`src/rtl/isp_tpg_source_if.sv`:
```
// Pixel-stream bundle between a video source and an ISP stage:
// frame/line syncs, data-enable and 8-bit R/G/B.
interface isp_tpg_source_if;
  logic       vsync;
  logic       hsync;
  logic       den;
  logic [7:0] data_r;
  logic [7:0] data_g;
  logic [7:0] data_b;

  modport master (output vsync, hsync, den, data_r, data_g, data_b);
  modport slave  (input  vsync, hsync, den, data_r, data_g, data_b);
endinterface

```
`src/rtl/isp_tpg_source.sv`:
```
// Test-pattern video source. Generates raster timing and one of four patterns
// (colour bars, gradient, flat grey, checkerboard), then applies per-channel
// Q1.7 colour-cast gains with saturation. Two-stage output pipeline.
// Optional macro TPG_BORDER_EN: forces a one-pixel white border before the gain.
module isp_tpg_source #(
  parameter int unsigned H_ACTIVE = 1024,
  parameter int unsigned V_ACTIVE = 1024,
  parameter int unsigned H_BLANK  = 64,
  parameter int unsigned V_BLANK  = 8
) (
  input  logic                    clk,
  input  logic                    reset_n,
  input  logic                    enable,
  input  logic [1:0]              pattern_sel,
  input  logic [7:0]              cast_R,
  input  logic [7:0]              cast_G,
  input  logic [7:0]              cast_B,
  isp_tpg_source_if.master        pix,
  output logic [15:0]             frame_cnt
);

  localparam int unsigned H_TOTAL = H_ACTIVE + H_BLANK;
  localparam int unsigned V_TOTAL = V_ACTIVE + V_BLANK;
  localparam int unsigned HW      = $clog2(H_TOTAL);
  localparam int unsigned VW      = $clog2(V_TOTAL);
  localparam int unsigned BAR_W   = H_ACTIVE / 8;
  localparam int unsigned BW      = (BAR_W > 1) ? $clog2(BAR_W) : 1;

  localparam logic [HW-1:0] H_LAST     = HW'(H_TOTAL - 1);
  localparam logic [HW-1:0] H_ACT      = HW'(H_ACTIVE);
  localparam logic [HW-1:0] H_ACT_LAST = HW'(H_ACTIVE - 1);
  localparam logic [VW-1:0] V_LAST     = VW'(V_TOTAL - 1);
  localparam logic [VW-1:0] V_ACT_LAST = VW'(V_ACTIVE - 1);
  localparam logic [BW-1:0] SUB_LAST   = BW'(BAR_W - 1);

  typedef enum logic [1:0] {
    IDLE   = 2'd0,
    ACTIVE = 2'd1,
    VBLANK = 2'd2
  } state_t;

  state_t        state_q, state_d;
  logic          start;
  logic [HW-1:0] h;
  logic [VW-1:0] v;
  logic          h_wrap, frame_end;
  logic          vsync_i, hsync_i;

  logic [2:0]    bar_idx;
  logic [BW-1:0] bar_sub;

  logic [1:0]    cfg_pat;
  logic [7:0]    cfg_r, cfg_g, cfg_b;

  logic          x5, y5;
  logic [7:0]    pat_r, pat_g, pat_b;

  logic          vs1, hs1, vs2, hs2;
  logic [7:0]    p1_r, p1_g, p1_b;
  logic [7:0]    d2_r, d2_g, d2_b;

  // (p * c) >> 7, clamped to 255; bit 8 of the shifted product flags overflow
  function automatic logic [7:0] apply_gain(input logic [7:0] p, input logic [7:0] c);
    logic [8:0] scaled;
    scaled = 9'(({8'd0, p} * {8'd0, c}) >> 7);
    return scaled[8] ? 8'hFF : scaled[7:0];
  endfunction

  assign h_wrap    = (h == H_LAST);
  assign frame_end = (state_q == VBLANK) && h_wrap && (v == V_LAST);
  assign vsync_i   = (state_q == ACTIVE);
  assign hsync_i   = vsync_i && (h < H_ACT);

  // State register
  always_ff @(posedge clk or negedge reset_n) begin
    if (!reset_n) state_q <= IDLE;
    else          state_q <= state_d;
  end

  // Next-state; start marks a frame beginning at h=v=0
  always_comb begin
    state_d = state_q;
    start   = 1'b0;
    case (state_q)
      IDLE: begin
        if (enable) begin
          state_d = ACTIVE;
          start   = 1'b1;
        end
      end
      ACTIVE: begin
        if (h_wrap && (v == V_ACT_LAST)) state_d = VBLANK;
      end
      VBLANK: begin
        if (frame_end) begin
          if (enable) begin
            state_d = ACTIVE;
            start   = 1'b1;
          end else begin
            state_d = IDLE;
          end
        end
      end
      default: state_d = IDLE;
    endcase
  end

  // Raster counters; held at zero while idle
  always_ff @(posedge clk or negedge reset_n) begin
    if (!reset_n) begin
      h <= '0;
      v <= '0;
    end else if (state_q == IDLE) begin
      h <= '0;
      v <= '0;
    end else if (h_wrap) begin
      h <= '0;
      v <= (v == V_LAST) ? '0 : v + VW'(1);
    end else begin
      h <= h + HW'(1);
    end
  end

  // Bar index/sub-counter track h across the active part of each line
  always_ff @(posedge clk or negedge reset_n) begin
    if (!reset_n) begin
      bar_idx <= '0;
      bar_sub <= '0;
    end else if (!hsync_i) begin
      bar_idx <= '0;
      bar_sub <= '0;
    end else if (bar_sub == SUB_LAST) begin
      bar_sub <= '0;
      bar_idx <= bar_idx + 3'd1;
    end else begin
      bar_sub <= bar_sub + BW'(1);
    end
  end

  // Pattern and gains are captured only as a frame starts
  always_ff @(posedge clk or negedge reset_n) begin
    if (!reset_n) begin
      cfg_pat <= '0;
      cfg_r   <= '0;
      cfg_g   <= '0;
      cfg_b   <= '0;
    end else if (start) begin
      cfg_pat <= pattern_sel;
      cfg_r   <= cast_R;
      cfg_g   <= cast_G;
      cfg_b   <= cast_B;
    end
  end

  // Completed-frame counter
  always_ff @(posedge clk or negedge reset_n) begin
    if (!reset_n)       frame_cnt <= '0;
    else if (frame_end) frame_cnt <= frame_cnt + 16'd1;
  end

  // Bit 5 of x/y; a counter narrower than 6 bits never sets it
  assign x5 = |(h & HW'(32));
  assign y5 = |(v & VW'(32));

  // Pattern pixel for the current raster position
  always_comb begin
    pat_r = '0;
    pat_g = '0;
    pat_b = '0;
    case (cfg_pat)
      2'd0: begin
        pat_r = {8{~bar_idx[1]}};
        pat_g = {8{~bar_idx[2]}};
        pat_b = {8{~bar_idx[0]}};
      end
      2'd1: begin
        pat_r = 8'(h);
        pat_g = 8'(h);
        pat_b = 8'(h);
      end
      2'd2: begin
        pat_r = 8'd128;
        pat_g = 8'd128;
        pat_b = 8'd128;
      end
      default: begin
        pat_r = {8{x5 ^ y5}};
        pat_g = {8{x5 ^ y5}};
        pat_b = {8{x5 ^ y5}};
      end
    endcase
`ifdef TPG_BORDER_EN
    if ((h == '0) || (h == H_ACT_LAST) || (v == '0) || (v == V_ACT_LAST)) begin
      pat_r = '1;
      pat_g = '1;
      pat_b = '1;
    end
`endif
  end

  // Stage 1: register pattern pixel and syncs
  always_ff @(posedge clk or negedge reset_n) begin
    if (!reset_n) begin
      vs1  <= 1'b0;
      hs1  <= 1'b0;
      p1_r <= '0;
      p1_g <= '0;
      p1_b <= '0;
    end else begin
      vs1  <= vsync_i;
      hs1  <= hsync_i;
      p1_r <= hsync_i ? pat_r : '0;
      p1_g <= hsync_i ? pat_g : '0;
      p1_b <= hsync_i ? pat_b : '0;
    end
  end

  // Stage 2: gain/saturate, data forced to zero outside den
  always_ff @(posedge clk or negedge reset_n) begin
    if (!reset_n) begin
      vs2  <= 1'b0;
      hs2  <= 1'b0;
      d2_r <= '0;
      d2_g <= '0;
      d2_b <= '0;
    end else begin
      vs2  <= vs1;
      hs2  <= hs1;
      d2_r <= hs1 ? apply_gain(p1_r, cfg_r) : '0;
      d2_g <= hs1 ? apply_gain(p1_g, cfg_g) : '0;
      d2_b <= hs1 ? apply_gain(p1_b, cfg_b) : '0;
    end
  end

  assign pix.vsync  = vs2;
  assign pix.hsync  = hs2;
  assign pix.den    = hs2;
  assign pix.data_r = d2_r;
  assign pix.data_g = d2_g;
  assign pix.data_b = d2_b;

endmodule

```
`src/flat_wrapper.sv`:
```
// flat-port wrapper written by rule: the top's interface ports become plain ports
module isp_tpg_source_flat 
#(
  parameter int unsigned H_ACTIVE = 1024,
  parameter int unsigned V_ACTIVE = 1024,
  parameter int unsigned H_BLANK  = 64,
  parameter int unsigned V_BLANK  = 8
)
  (clk, reset_n, enable, pattern_sel, cast_R, cast_G, cast_B, frame_cnt, pix_vsync, pix_hsync, pix_den, pix_data_r, pix_data_g, pix_data_b);
  isp_tpg_source_if pix_i ();
  input  logic clk;
  input  logic reset_n;
  input  logic enable;
  input  logic [1:0] pattern_sel;
  input  logic [7:0] cast_R;
  input  logic [7:0] cast_G;
  input  logic [7:0] cast_B;
  output logic [15:0] frame_cnt;
  output wire logic [$bits(pix_i.vsync)-1:0] pix_vsync;
  output wire logic [$bits(pix_i.hsync)-1:0] pix_hsync;
  output wire logic [$bits(pix_i.den)-1:0] pix_den;
  output wire logic [$bits(pix_i.data_r)-1:0] pix_data_r;
  output wire logic [$bits(pix_i.data_g)-1:0] pix_data_g;
  output wire logic [$bits(pix_i.data_b)-1:0] pix_data_b;
  assign pix_vsync = pix_i.vsync;
  assign pix_hsync = pix_i.hsync;
  assign pix_den = pix_i.den;
  assign pix_data_r = pix_i.data_r;
  assign pix_data_g = pix_i.data_g;
  assign pix_data_b = pix_i.data_b;
  isp_tpg_source #(.H_ACTIVE(H_ACTIVE), .V_ACTIVE(V_ACTIVE), .H_BLANK(H_BLANK), .V_BLANK(V_BLANK)) u_core (.clk(clk), .reset_n(reset_n), .enable(enable), .pattern_sel(pattern_sel), .cast_R(cast_R), .cast_G(cast_G), .cast_B(cast_B), .pix(pix_i), .frame_cnt(frame_cnt));
endmodule
```
`config.mk`:
```
export PLATFORM = sky130hd
export DESIGN_NAME = isp_tpg_source_flat
export DESIGN_NICKNAME = d
export VERILOG_FILES = /design/src/rtl/isp_tpg_source_if.sv /design/src/rtl/isp_tpg_source.sv /design/src/flat_wrapper.sv
export SDC_FILE = /design/constraint.sdc
export NUM_CORES = 1
export LEC_CHECK = 0
export BUFFER_PORTS_ARGS = -buffer_cell sky130_fd_sc_hd__buf_4
export CORE_UTILIZATION = 55
export CTS_BUF_LIST = sky130_fd_sc_hd__clkbuf_2 sky130_fd_sc_hd__clkbuf_4 sky130_fd_sc_hd__clkbuf_8
export DETAILED_ROUTE_END_ITERATION = 12
export PLACE_DENSITY = 0.78
export SLEW_MARGIN = 10
export SYNTH_ARGS = -nofsm -noshare
export SYNTH_HDL_FRONTEND = slang
export SYNTH_SLANG_ARGS = --single-unit
```
`constraint.sdc`:
```
create_clock -name clk -period 10 [get_ports clk]
set_input_delay 1.5 -clock clk [delete_from_list [all_inputs] [get_ports clk]]
set_output_delay 1.5 -clock clk [all_outputs]
set_load 0.1 [all_outputs]
```
; Word-level counts from Yosys, hierarchy flattened
; Index checks and enable logic that the tools add are counted.
[totals]
reg_bits = 128
in_bits = 29
output_inout_bits = 43
wordCells = 82
[classes]
add_sub_neg = 5
n_mul = 3
order_cmp = 1
eq_ne = 12
n_mux = 29
n_bitwise = 4
reduce_logical = 8
[ops]
columns = op, n
row1 = $mux 8, 9
row2 = $pmux 8 s3, 3
row3 = $mux 11, 5
row4 = $mul 8x8->16, 3
row5 = $add 11x1->11 const B, 2
row6 = $eq 11x11->1 const B, 2
row7 = $add 16x1->16 const B, 1
row8 = $mux 7, 2
row9 = $eq 11x10->1 const B, 1
row10 = $lt 11x11->1 const B, 1
row11 = $add 7x1->7 const B, 1
row12 = $eq 7x7->1 const B, 1
row13 = $mux 2, 3
row14 = $mux 3, 2
row15 = $ne 2x2->1 const B, 3
row16 = $pmux 2 s3, 1
row17 = $eq 2x1->1 const B, 2
row18 = $eq 2x2->1 const B, 2
row19 = $logic_and 1x1->1, 4
row20 = $logic_not 2->1, 2
row21 = $add 3x1->3 const B, 1
row22 = $mux 1, 3
row23 = $not 1->1, 3
row24 = $reduce_and 3->1, 1
row25 = other kinds (4), 4

; Longest topological paths before layout
[depth]
depth_word = 5
mapped_depth = 17
mapped_depth_nobuf = 17

; Worst setup path after synthesis
; Ideal clock, no wire load.
[synth_path]
path_kind = reg-to-reg
startpoint = register u_core.cfg_g[7]
endpoint = register u_core.d2_g[7], in the netlist u_core.pix.data_g[7]
setup_time_ns = 0.067
t_arrival_ns = 4.565
required_ns = 9.933
slack_ns = 5.369
stages_incl_launch_ff = 17
n_path_buf = 0
period_less_slack_ns = 4.631
cell_sequence = dfrtp_1 > nand2_1 > fa_1 > fa_1 > inv_1 > fa_1 > inv_1 > fa_1 > inv_1 > ha_1 > a21oi_1 > a21oi_1 > a221o_1 > o21a_1 > a21o_1 > xnor2_1 > o31a_1
[synth_between]
elab_chain_len = 3
[synth_rtl]
columns = item, line_no
row1 = from (decl), isp_tpg_source.sv:53  ; logic [7:0] cfg_r, cfg_g, cfg_b;
row2 = from (signal assigned), isp_tpg_source.sv:150  ; cfg_g <= cast_G;
row3 = $mul 8x8->16, isp_tpg_source.sv:65  ; scaled = 9'(({8'd0, p} * {8'd0, c}) >> 7);
row4 = $mux 8, isp_tpg_source.sv:66  ; return scaled[8] ? 8'hFF : scaled[7:0];
row5 = $mux 8, isp_tpg_source.sv:230  ; d2_g <= hs1 ? apply_gain(p1_g, cfg_g) : '0;
row6 = to (signal assigned), isp_tpg_source.sv:230
row7 = to (decl), isp_tpg_source.sv:60  ; logic [7:0] d2_r, d2_g, d2_b;
; Every way passes these cells.
; A chain may end at the register's enable or synchronous reset.

; Final worst setup path
; Ends and elaborated chain as after synthesis.

==> results_dict.tcl <==
set metrics [dict create \
    status "finished clean" \
    grt_usage_pct 22.28 \
    drv_slew 0 \
    die_area_um2 20150 \
    post_drt_wl_per_cell_um 14.36 \
    cts_hold_buffers 0 \
    synthTopCellsByArea "dfrtp_1 30%, fa_1 20%, ha_1 12%, and2_1 8.4%, inv_1 4.6%" \
    rsz0062_at_grt "false" \
    period_share_pct 51.43 \
    fin_cells 1398 \
    cts_buffer_depth 2 \
    vias 7385 \
    start_kind "flip-flop" \
    synthArstFlopShare_pct 100.0 \
    fillers 1569 \
    grt_max_degree 67 \
    clk_latency_ps 460 \
    cts-root-buf "clkbuf_8" \
    post_cts_resized 0 \
    drt_iter0_drc 320 \
    synth_edf_count 0 \
    synth.cell_area_um2 10770 \
    synth_top_area_share_pct 29.73 \
    placed_cells 1366 \
    multi_input_area_um2 7004 \
    required_ps 10390 \
    yosys_warnings 0 \
    fmax_ghz 0.1945 \
    ys.flop_type "dfrtp_1" \
    synthCells 1051 \
    synth-seq-area-share_pct 29.73 \
    gp_congestion 0.8342 \
    tns_ps 0 \
    drc_errors 0 \
    die_h_um 142.0 \
    dp_hpwl_mm 15.45 \
    relSlewSlack_pct 32.90 \
    ant_nets 0 \
    cts_setup_buffers 0 \
    clkTransAtPathRegs_ps 110 \
    num_antenna_cells 0 \
    layout-drive-gt1-share_pct 12.21 \
    avgSynthCellArea_um2 10.25 \
    power_per_cell_area_nw_per_um2 83.71 \
    rows 50 \
    antenna_found_initial 0 \
    grt_pass1_wl_mm 35.46 \
    synth_seq_cells 128 \
    synth_fp_nets 1289 \
    grt_pass1_vias 7585 \
    die_x_um 142.0 \
    worst_clock_skew_ps 14.75 \
    ir_worst_vdd_mv 0.08383 \
    numPortBuffers 71 \
    finalSetupViolations 0 \
    cts_made_buffers 17 \
    fin_crit_ps 5143 \
    yosysTopAreaCell "dfrtp_1" \
    syn_to_final_growth_pct 11.42 \
    crit_path_end_kind "flip-flop" \
    nets 1363 \
    total_power_mw 1.005 \
    regArea_um2 3203 \
    cts_sinks 128 \
    start_util_pct 56.84 \
    crit_fanout 9 \
    drt_wl_total_mm 20.08 \
    pin_count 72 \
    cts_tree "yes" \
    first_pass_iters 5 \
    ff2ff_setup_slack_ps 4860 \
    htreeDepth 4 \
    synth.most_common_cell "and2_1" \
    grt-ovfl-total 0 \
    p_leak_nw 6.450 \
    coreArea_um2 18960 \
    critical_path_arrival_ps 5530 \
    postLayoutCoreUtil_pct 63.33 \
    drv_cap 0 \
    via_per_inst 5.283 \
    worst-slew-pin-transition_ps 1003 \
    min_path_type "reg -> reg" \
    synth_commonest_cells "145 x and2_1, 133 x inv_1, 128 x dfrtp_1" \
    synth.distinct_cells 54 \
    hold_violations 0 \
    critical_path_class "reg -> reg" \
]
==> through the flow <==
step / hold slack [ps] / setup slack, ps / area, um2
global route: 378.3 / 4498 / 12000
detailed placement: 338.0 / 4944 / 11580
floorplan: 331.2 / 5369 / 10770
global placement: 340.2 / 5076 / 11580
CTS: 369.2 / 4871 / 12000
finish: 365.3 / 4857 / 12000
==> cells in the final DEF (no fill, tap or decap), types with 7 or more instances in the layout <==
master    count
and2_1      145
inv_1       133
dfrtp_1     128
fa_1        105
ha_1        104
buf_4        71
nand2_1      67
nor2_1       54
a21oi_1      43
xnor2_1      35
o21a_1       29
xor2_1       27
mux2_2       27
o21ai_0      23
nand3_1      20
clkbuf_8     17
and3_1       15
nand4_1      12
a21o_1        7
clkinv_8      7
==> state kept, by name (all words and copies together) (netlist names), 3 cells and up <==
name and count:
u_core.bar_idx 3, u_core.bar_sub 7, u_core.cfg_b 8, u_core.cfg_g 8
u_core.cfg_r 8, u_core.frame_cnt 16, u_core.h 11, u_core.p1_b 8
u_core.p1_g 8, u_core.p1_r 8, u_core.pix.data_b 8, u_core.pix.data_g 8
u_core.pix.data_r 8, u_core.v 11
==> worst max-delay path, cell delays in order (launching register included) <==
cell     delay, ps
dfrtp_1        480
nand2_1        140
fa_1           540
fa_1           550
inv_1           60
fa_1           530
inv_1           60
fa_1           530
inv_1           40
ha_1           350
a21oi_1        220
a21oi_1        100
a221o_1        330
o21a_1         220
a21o_1         170
xnor2_1        550
o31a_1         240
==> layout make-up <==
class | count | share of cell area (%)
Multi-Input combinational cell | 773 | 58.35
Sequential cell | 128 | 26.68
Timing Repair Buffer | 72 | 4.534
Inverter | 133 | 4.159
Tap cell | 260 | 2.710
Clock buffer | 17 | 1.949
Clock inverter | 15 | 1.616
==> cell families (layout without fill, tap and decap cells) <==
family,Yosys count,after routing,synth area share (%)
flops,128,128,29.73
mux,29,29,3.008
fa+ha+maj,209,209,31.59
xor+xnor,62,62,5.040
simple gates,346,346,17.77
compound gates,127,127,7.537
buf+inv,150,237,5.330
==> power breakdown <==
| part | internal (mW) | total (mW) | switching (mW) |
|---|---|---|---|
| Combinational | 0.00734 | 0.0188 | 0.0115 |
| Sequential | 0.517 | 0.517 | 0 |
| Clock | 0.194 | 0.469 | 0.274 |
==> final timing paths <==
path,from,endpoint,cells past startpoint
setup reg to reg,u_core.cfg_g[7],u_core.pix.data_g[7],16
setup / recovery,u_core.cfg_g[7],u_core.pix.data_g[7],16
min in group asynchronous,reset_n,u_core.cfg_r[3],1
hold reg to reg,u_core.vs1,u_core.pix.vsync,0
hold / removal,u_core.vs1,u_core.pix.vsync,0
max in group asynchronous,reset_n,u_core.h[10],2
==> per-layer routing <==
metal	track usage (%)	share of wire, %	vias to the layer above
met1	31.16	47	3656
met5	0	0	-
li1	-	-	3573
met2	35.91	47	126
met3	3.264	3.6	30
met4	7.187	1.8	0
(Power assumes the default switching activity.)
